**src/rtl/alu_pkg.sv**
```systemverilog
// Shared types for the ALU op tracker: op encoding, FSM states, error ceiling.
// Pure declarations; no latency and no flow control.
// Nothing here holds state or can stall.
package alu_pkg;

    typedef enum logic [1:0] {
        OP_MULT = 2'd0,
        OP_OR   = 2'd1,
        OP_AND  = 2'd2,
        OP_LAND = 2'd3
    } op_e;

    typedef enum logic {
        ST_HUNT   = 1'b0,
        ST_LOCKED = 1'b1
    } state_e;

    localparam logic [15:0] ERR_MAX = 16'hFFFF;

    // Number of set bits in a 4-bit op match vector.
    function automatic logic [2:0] count_ones4(input logic [3:0] v);
        count_ones4 = 3'(v[0]) + 3'(v[1]) + 3'(v[2]) + 3'(v[3]);
    endfunction

endpackage

```
**src/rtl/alu_ref_compute.sv**
```systemverilog
// Reference results for all four candidate ops from one operand pair.
// Purely combinational, zero latency.
// No flow control; outputs follow inputs continuously.
module alu_ref_compute (
    input  logic [7:0] in1,
    input  logic [7:0] in2,
    output logic [7:0] res_mult,
    output logic [7:0] res_or,
    output logic [7:0] res_and,
    output logic [7:0] res_land
);
    logic [15:0] product;

    assign product  = in1 * in2;
    assign res_mult = product[7:0];
    assign res_or   = in1 | in2;
    assign res_and  = in1 & in2;
    assign res_land = {7'd0, (in1 != 8'd0) && (in2 != 8'd0)};

endmodule

```
**src/rtl/alu_op_tracker.sv**
```systemverilog
// Identifies which op an observed ALU performs and tracks a rotating op sequence.
// Outputs registered: one clk after the accepted sample. No backpressure; every
// valid sample is consumed, idle cycles only clear the mismatch pulse.
module alu_op_tracker
    import alu_pkg::*;
#(
    parameter int MISS_LIMIT = 3
) (
    input  logic        clk,
    input  logic        rst_n,
    input  logic        in_valid,
    input  logic [7:0]  in1,
    input  logic [7:0]  in2,
    input  logic [7:0]  result,
    output logic        locked,
    output logic [1:0]  op_idx,
    output logic        mismatch,
    output logic [15:0] err_count
);
    localparam logic [3:0] LIMIT = MISS_LIMIT[3:0];

    logic [7:0] res_mult, res_or, res_and, res_land;
    logic [3:0] match_vec;
    logic [1:0] hit_idx;

    state_e      state_q, state_d;
    op_e         exp_q, exp_d;
    op_e         op_idx_q, op_idx_d;
    logic [3:0]  miss_q, miss_d;
    logic        mismatch_q, mismatch_d;
    logic [15:0] err_q, err_d;

    alu_ref_compute u_ref (
        .in1      (in1),
        .in2      (in2),
        .res_mult (res_mult),
        .res_or   (res_or),
        .res_and  (res_and),
        .res_land (res_land)
    );

    always_comb begin
        match_vec[OP_MULT] = (res_mult == result);
        match_vec[OP_OR]   = (res_or   == result);
        match_vec[OP_AND]  = (res_and  == result);
        match_vec[OP_LAND] = (res_land == result);
    end

    // Only meaningful when exactly one bit of match_vec is set.
    always_comb begin
        hit_idx = 2'd0;
        for (int k = 0; k < 4; k++) begin
            if (match_vec[k]) hit_idx = 2'(k);
        end
    end

    always_comb begin
        state_d    = state_q;
        exp_d      = exp_q;
        op_idx_d   = op_idx_q;
        miss_d     = miss_q;
        mismatch_d = 1'b0;
        err_d      = err_q;
        if (in_valid) begin
            unique case (state_q)
                ST_HUNT: begin
                    if (count_ones4(match_vec) == 3'd1) begin
                        state_d  = ST_LOCKED;
                        op_idx_d = op_e'(hit_idx);
                        exp_d    = op_e'(hit_idx + 2'd1);
                        miss_d   = 4'd0;
                    end
                end
                ST_LOCKED: begin
                    exp_d = op_e'(exp_q + 2'd1);
                    if (match_vec[exp_q]) begin
                        op_idx_d = exp_q;
                        miss_d   = 4'd0;
                    end else begin
                        mismatch_d = 1'b1;
                        err_d      = (err_q == ERR_MAX) ? err_q : err_q + 16'd1;
                        if (miss_q + 4'd1 == LIMIT) begin
                            state_d = ST_HUNT;
                            miss_d  = 4'd0;
                        end else begin
                            miss_d = miss_q + 4'd1;
                        end
                    end
                end
                default: state_d = ST_HUNT;
            endcase
        end
    end

    always_ff @(posedge clk or negedge rst_n) begin
        if (!rst_n) begin
            state_q    <= ST_HUNT;
            exp_q      <= OP_MULT;
            op_idx_q   <= OP_MULT;
            miss_q     <= 4'd0;
            mismatch_q <= 1'b0;
            err_q      <= 16'd0;
        end else begin
            state_q    <= state_d;
            exp_q      <= exp_d;
            op_idx_q   <= op_idx_d;
            miss_q     <= miss_d;
            mismatch_q <= mismatch_d;
            err_q      <= err_d;
        end
    end

    assign locked    = (state_q == ST_LOCKED);
    assign op_idx    = op_idx_q;
    assign mismatch  = mismatch_q;
    assign err_count = err_q;

endmodule

```
**config.mk**
```make
export PLATFORM = sky130hd
export DESIGN_NAME = alu_op_tracker
export DESIGN_NICKNAME = d
export VERILOG_FILES = /design/src/rtl/alu_pkg.sv /design/src/rtl/alu_ref_compute.sv /design/src/rtl/alu_op_tracker.sv
export SDC_FILE = /design/constraint.sdc
export NUM_CORES = 1
export LEC_CHECK = 0
export ABC_AREA = 1
export CORE_MARGIN = 2
export CORE_UTILIZATION = 55
export DETAILED_ROUTE_END_ITERATION = 10
export GPL_TIMING_DRIVEN = 0
export PLACE_DENSITY = 0.8
export SETUP_SLACK_MARGIN = 0.5
export SYNTH_ARGS = -nofsm -noshare
export SYNTH_HDL_FRONTEND = slang
export SYNTH_HIERARCHICAL = 1
export SYNTH_SLANG_ARGS = --single-unit
```
**constraint.sdc**
```tcl
create_clock -name clk -period 2.07 [get_ports clk]
set_input_delay 0.414 -clock clk [delete_from_list [all_inputs] [get_ports clk]]
set_output_delay 0.414 -clock clk [all_outputs]
set_load 0.01 [all_outputs]
```
Word-level counts from Yosys, hierarchy flattened
Cells that the tools add are included.
{ "op_classes": {"addsub": 7, "n_mul": 1, "order_cmp": 1, "n_eq_ne": 9, "n_mux": 21, "bitwise_logic": 5, "reduce_logical": 6} }
{ "op_table": {"columns": ["operator", "n"], "rows": [
  ["$eq 8x8->1", 3],
  ["$add 16x1->16 const B", 1],
  ["$eq 16x16->1 const B", 1],
  ["$reduce_bool 8->1", 2],
  ["$mux 4", 3],
  ["$mux 2", 5],
  ["$and 8x8->8", 1],
  ["$eq 1x8->1", 1],
  ["$mul 8x8->8", 1],
  ["$mux 1", 8],
  ["$or 8x8->8", 1],
  ["$pmux 2 s2", 2],
  ["$pmux 4 s2", 1],
  ["$add 2x1->2 const B", 2],
  ["$add 4x1->4 const B", 1],
  ["$eq 4x2->1 const B", 1],
  ["$reduce_and 4->1", 1],
  ["$add 2x1->3", 1],
  ["$add 3x1->3", 1],
  ["$eq 3x1->1 const B", 1],
  ["$lt 2x3->1 const B", 1],
  ["$not 1->1", 3],
  ["$reduce_and 3->1", 1],
  ["$add 1x1->2", 1],
  ["other kinds (6)", 6]
]} }
{ "word_totals": {"regBits": 26, "word_cells": 56} }

Longest topological paths before layout
Gate-level depths: netlist of run 1.
{ "depth": {"word_depth": 8, "depth_mapped": 36} }

Hierarchy
The synthesis of run 1 kept the hierarchy.
{ "modules_own_cells": {"columns": ["module", "n_inst", "cells_each", "area_per_inst_um2", "seq_area_each_um2"], "rows": [
  ["alu_op_tracker", 1, 371, 2303.5, 650.6],
  ["alu_ref_compute", 1, 201, 1273.7, 0.0]
]} }

Least setup slack after synthesis of run 1
Ideal clock, no wire load.
{ "synth_path": {"path_type": "input-to-reg", "startpoint": "in in1[3]", "endpoint": "reg op_idx_q[0], in the netlist op_idx[0]", "setup_ns": 0.117, "t_arrival_ns": 5.817, "t_required_ns": 1.953, "setup_slack_ns": -3.864, "stages": 33, "path_buffers": 2, "path_cell_list": "buf_2 > nand2_1 > fa_1 > inv_1 > ha_1 > inv_1 > fa_1 > fa_1 > inv_1 > ha_1 > a21oi_1 > nand2_1 > nand2_1 > nand2_1 > o21ai_1 > nand2_2 > nand3_1 > nand2_1 > inv_1 > nand2_1 > nand2_1 > nand2_1 > nor4_1 > fa_1 > ha_1 > ha_1 > nor3b_1 > o21ai_1 > inv_1 > clkbuf_1 > nand2_1 > nand2_1 > nand2_1"} }
{ "synth_via": {"elab_chain_len": 8, "elab_cells_between_ends": 23, "classes_between": "3 x add/sub; 1 x mul; 7 x eq/ne; 7 x mux; 2 x bitwise; 3 x reduce/logical"} }
{ "synth_rtl": {"columns": ["item", "line_no", "source"], "rows": [
  ["start: declaration", "alu_op_tracker.sv:12", "input logic [7:0] in1,"],
  ["$mul 8x8->8 (*)", "alu_ref_compute.sv:14", "assign product = in1 * in2;"],
  ["via res_mult[7]", "alu_op_tracker.sv:22", "logic [7:0] res_mult, res_or, res_and, res_land;"],
  ["$eq 8x8->1 (*)", "alu_op_tracker.sv:43", "match_vec[OP_MULT] = (res_mult == result);"],
  ["$add 1x1->2", "alu_pkg.sv:22", "count_ones4 = 3'(v[0]) + 3'(v[1]) + 3'(v[2]) + 3'(v[3]);"],
  ["$add 2x1->3", "alu_pkg.sv:22", null],
  ["$add 3x1->3", "alu_pkg.sv:22", null],
  ["$eq 3x1->1", "alu_op_tracker.sv:67", "if (count_ones4(match_vec) == 3'd1) begin"],
  ["$ne 2x2->1 (no line)", null, null],
  ["$reduce_and 3->1 (no line) (*)", null, null],
  ["end signal: assignment", "alu_op_tracker.sv:106", "op_idx_q <= op_idx_d;"],
  ["end: declaration", "alu_op_tracker.sv:28", "op_e op_idx_q, op_idx_d;"]
]} }
The timed path passes the listed nets; every way through them passes the cells marked *. The select of a mux whose other input is x is not followed.
A chain may end at the register's enable or synchronous reset.

Worst setup path in the final report of run 1
{ "layout_path": {"startpoint": "in in2[4]", "endpoint": "reg op_idx_q[1], in the netlist op_idx[1]"} }
{ "layout_via": {"elab_chain_len": 8, "elab_cells_between_ends": 22, "classes_between": "3 x add/sub; 1 x mul; 7 x eq/ne; 6 x mux; 2 x bitwise; 3 x reduce/logical"} }
{ "layout_rtl": {"columns": ["item", "line_no", "source"], "rows": [
  ["start: declaration", "alu_op_tracker.sv:13", "input logic [7:0] in2,"],
  ["$mul 8x8->8 (*)", "alu_ref_compute.sv:14", null],
  ["via res_mult[7]", "alu_op_tracker.sv:22", null],
  ["$eq 8x8->1 (*)", "alu_op_tracker.sv:43", null],
  ["$add 1x1->2", "alu_pkg.sv:22", null],
  ["$add 2x1->3", "alu_pkg.sv:22", null],
  ["$add 3x1->3", "alu_pkg.sv:22", null],
  ["$eq 3x1->1", "alu_op_tracker.sv:67", null],
  ["$ne 2x2->1 (no line)", null, null],
  ["$reduce_and 3->1 (no line) (*)", null, null]
]} }
Marks and branches as above.

==> impl_metrics.toml, run 1 <==
[clock_network]
h-tree-depth = 1
insertion_delay_ns = 0.28
cts_buffers = 3
cts_hold_buf = 0
cts_root_buf = "clkbuf_8"
cts_tree = "built"
cts_max_path_buffers = 2
cts_sinks = 26
path_clk_slew_ns = 0.10

[synth]
ys_seq_area_share_pct = 18.2
ys_types = 31
synth-seq-cells = 26
ys.warnings.count = 6
syn_avg_cell_area_sq_um = 6.25
ys.flop_type = "dfrtp_1"
async_flop_share_pct = 100
synth_edf_count = 0
netlist_area_sq_um = 3580
netlist_instances = 572

[power_and_ir_drop]
seqPwrFrac_pct = 22.5
switching_share_pct = 46.5
p_sw_mw = 1.56
p_comb_share_pct = 67.1
clkPwrFrac_pct = 10.4
power.static_leakage_nw = 2.69
irDropWorstVdd_uv = 736
p_int_mw = 1.80
p_per_area_nw_per_um2 = 707

[routing]
drc = 0
routed_wl_mm = 10.3
viasPerCell = 5.27
firstDrtPassIters = 5
num_vias = 3833
ant_nets = 0
wl_per_cell_um = 14.1
drt_iter0_markers = 268

[layout]
area_delta_synth_final_pct = 32.9
n_fill_cell = 474
finalNetCount = 712
insertedDiodeCount = 0
final_layout_size_suffix_gt1_share_pct = 26.2

[grt]
grt_max_degree = 27
grt_antenna_before_repair = 0
gr-total-overflow = 0
grtUsageTotal_pct = 27.7
first_global_vias = 3711
grt_pass1_wl_mm = 16.4

[timing]
slew_headroom_pct = 18.8
final.min_clock_period_ns = 5.36
clock_skew_ns = 0.00924
fmax_mhz = 187
hold_viol = 0
worst_pin_slew_ns = 1.22
setup_viol = 26
hold-worst-slack_ns = 0.497
finalCritPeriodShare_pct = 259
fin_tns_setup_ns = -69.45
slew_violations = 0
rsz0062_at_grt = "true"
fin_ws_ns = -3.29

[floorplanning]
die_h_um = 84.6
dieArea_sq_um = 7160
initial_core_util_pct = 56.7
core_sq_um = 6310
std_cell_rows = 29
ios = 47
fp.dieW_um = 84.6

[placement]
port_buffers = 32
gp_congestion = 0.877
dp_hpwl_mm = 6.38

[setup_path]
end_kind = "register"
r2r-start = "err_count[0]$_DFFE_PN0P_"
critPathLaunchType = "primary input"
rr_worst_depth = 9
arrival_ns = 5.53
cpLargestDelayFamily = "adder cells"
cp_slowest_cell = "fa_1"
path_class = "in2reg"
crit_buf_inv = 7
ff2ff_setup_slack_ns = -0.09
r2r_end = "err_count[8]$_DFFE_PN0P_"
required_ns = 2.24
max_stage_delay_ns = 0.54
crit_fanout = 8

[job]
drv_cap = 0

[outcome]
status = "finished with violations"
failed_checks = "setup timing"

[min_path]
hold_class = "in2async"
[power by group through the flow]
stage / Sequential [mW] / Combinational [mW] / Clock (mW)
floorplan: 0.804 / 1.17 / 0
global placement: 0.793 / 1.60 / 0
detailed placement: 0.801 / 1.66 / 0
CTS: 0.746 / 2.02 / 0.341
global route: 0.774 / 2.46 / 0.366
finish: 0.757 / 2.26 / 0.348
[repair_timing]
item / in CTS / in global routing
setup buffers: 30 / 3
cloned: 3 / 0
setup endpoints to repair: 45 / 27
resized for setup: 60 / 51
pin swaps: 8 / 40
[synth_stat cells, types with 2 or more instances]
cell type  number  area (sq um)
nand2_2         8          50.1
buf_4           9          67.6
or2_2           8          50.1
nor2_4          2          22.5
dfrtp_1        26           651
nand2_1       216           811
nand4_1         5          31.3
xnor2_1        19           166
nor4_1          5          31.3
o21ai_0         3          15.0
inv_2           7          26.3
buf_2           9          45.0
a21oi_1         5          25.0
fa_1           13           260
xor2_1         15           131
nor3_1          4          20.0
o21ai_1         4          20.0
inv_1          97           364
nand3_1        45           225
nand3_2         3          30.0
buf_6           7          78.8
nor2_1         33           124
ha_1           21           263
[final cells by class]
cell class / count / area [sq um] / area share (%)
inverter: 104 / 390 / 8.21
clock buffer: 4 / 55.1 / 1.16
timing repair buffer: 68 / 622 / 13.1
sequential: 26 / 658 / 13.8
tap: 77 / 96.3 / 2.03
multi-input combinational: 422 / 2680 / 56.3
buffer: 26 / 256 / 5.40
[cells in the final DEF, fill, tap and decap left out, types with 8 or more instances in the layout]
cell,Yosys,routed
dfrtp_1,26,20
ha_1,21,17
nand2_2,8,28
or2_2,8,8
nand3_2,3,18
dlygate4sd2_1,0,21
xnor2_1,19,19
buf_4,9,35
nor2_1,33,32
xor2_1,15,15
buf_6,7,13
inv_1,97,88
nand2_1,216,190
fa_1,13,12
nand3_1,45,26
inv_2,7,16
[metal layers]
metal | part of all wire (%) | routed length [um] | global-route usage, % | vias to the layer above
met5 | 0 | 0 | 0 | -
met4 | 4.0 | 410 | 10.8 | 0
met3 | 5.1 | 522 | 2.36 | 45
met2 | 53 | 5460 | 52.8 | 169
met1 | 38 | 3880 | 31.5 | 1757
li1 | - | - | - | 1862
[cells by family (layout without fill, tap and decap cells)]
logic type | Yosys count | count (layout) | share of synthesized area [%]
buffers and inverters | 130 | 202 | 16.4
other | 1 | 7 | 0.105
xor gates and xnor gates | 35 | 35 | 8.78
and+or+nand+nor | 333 | 333 | 40.0
AOI/OAI and AO/OA | 13 | 13 | 1.89
adders and majority gates | 34 | 34 | 14.6
DFF | 26 | 26 | 18.2
[worst max path at each step]
stage	slack, ns	depth (start not counted)	startpoint	endpoint
2_1_floorplan	-3.29	32	in2[2]	miss_q[2]$_DFFE_PN0P_
3_3_place_gp	-4.24	32	in2[3]	miss_q[2]$_DFFE_PN0P_
3_5_place_dp	-4.34	33	in2[3]	miss_q[3]$_DFFE_PN0P_
4_1_cts	-3.18	34	in2[2]	op_idx[1]$_DFFE_PN0P_
5_1_grt	-3.56	33	in1[3]	op_idx[0]$_DFFE_PN0P_
6_report	-3.29	33	in2[4]	op_idx[1]$_DFFE_PN0P_
[per-stage QoR]
step	utilization, %	power [mW]	cell area, sq um	setup slack [ns]	cells
final	75.3	3.36	4750	-3.29	727
after global routing	75.3	3.60	4750	-3.56	727
after CTS	71.9	3.10	4540	-3.18	724
after detailed placement	65.9	2.46	4160	-4.34	687
after global placement	65.9	2.40	4160	-4.24	687
after floorplan	-	1.97	3740	-3.29	578
[sequential cells by signal, indices dropped and copies added (netlist names)]
signal	count
exp_q	2
mismatch	1
locked	1
op_idx	2
miss_q	4
err_count	16
No activity file was read; power rests on OpenSTA's default activity.
==> run 2, diff against run 1 <==
Settings changed: CTS_CLUSTER_SIZE set to 16.
==> results of run 2 <==
Final layout, timing and power as in run 1 (identical DEF).
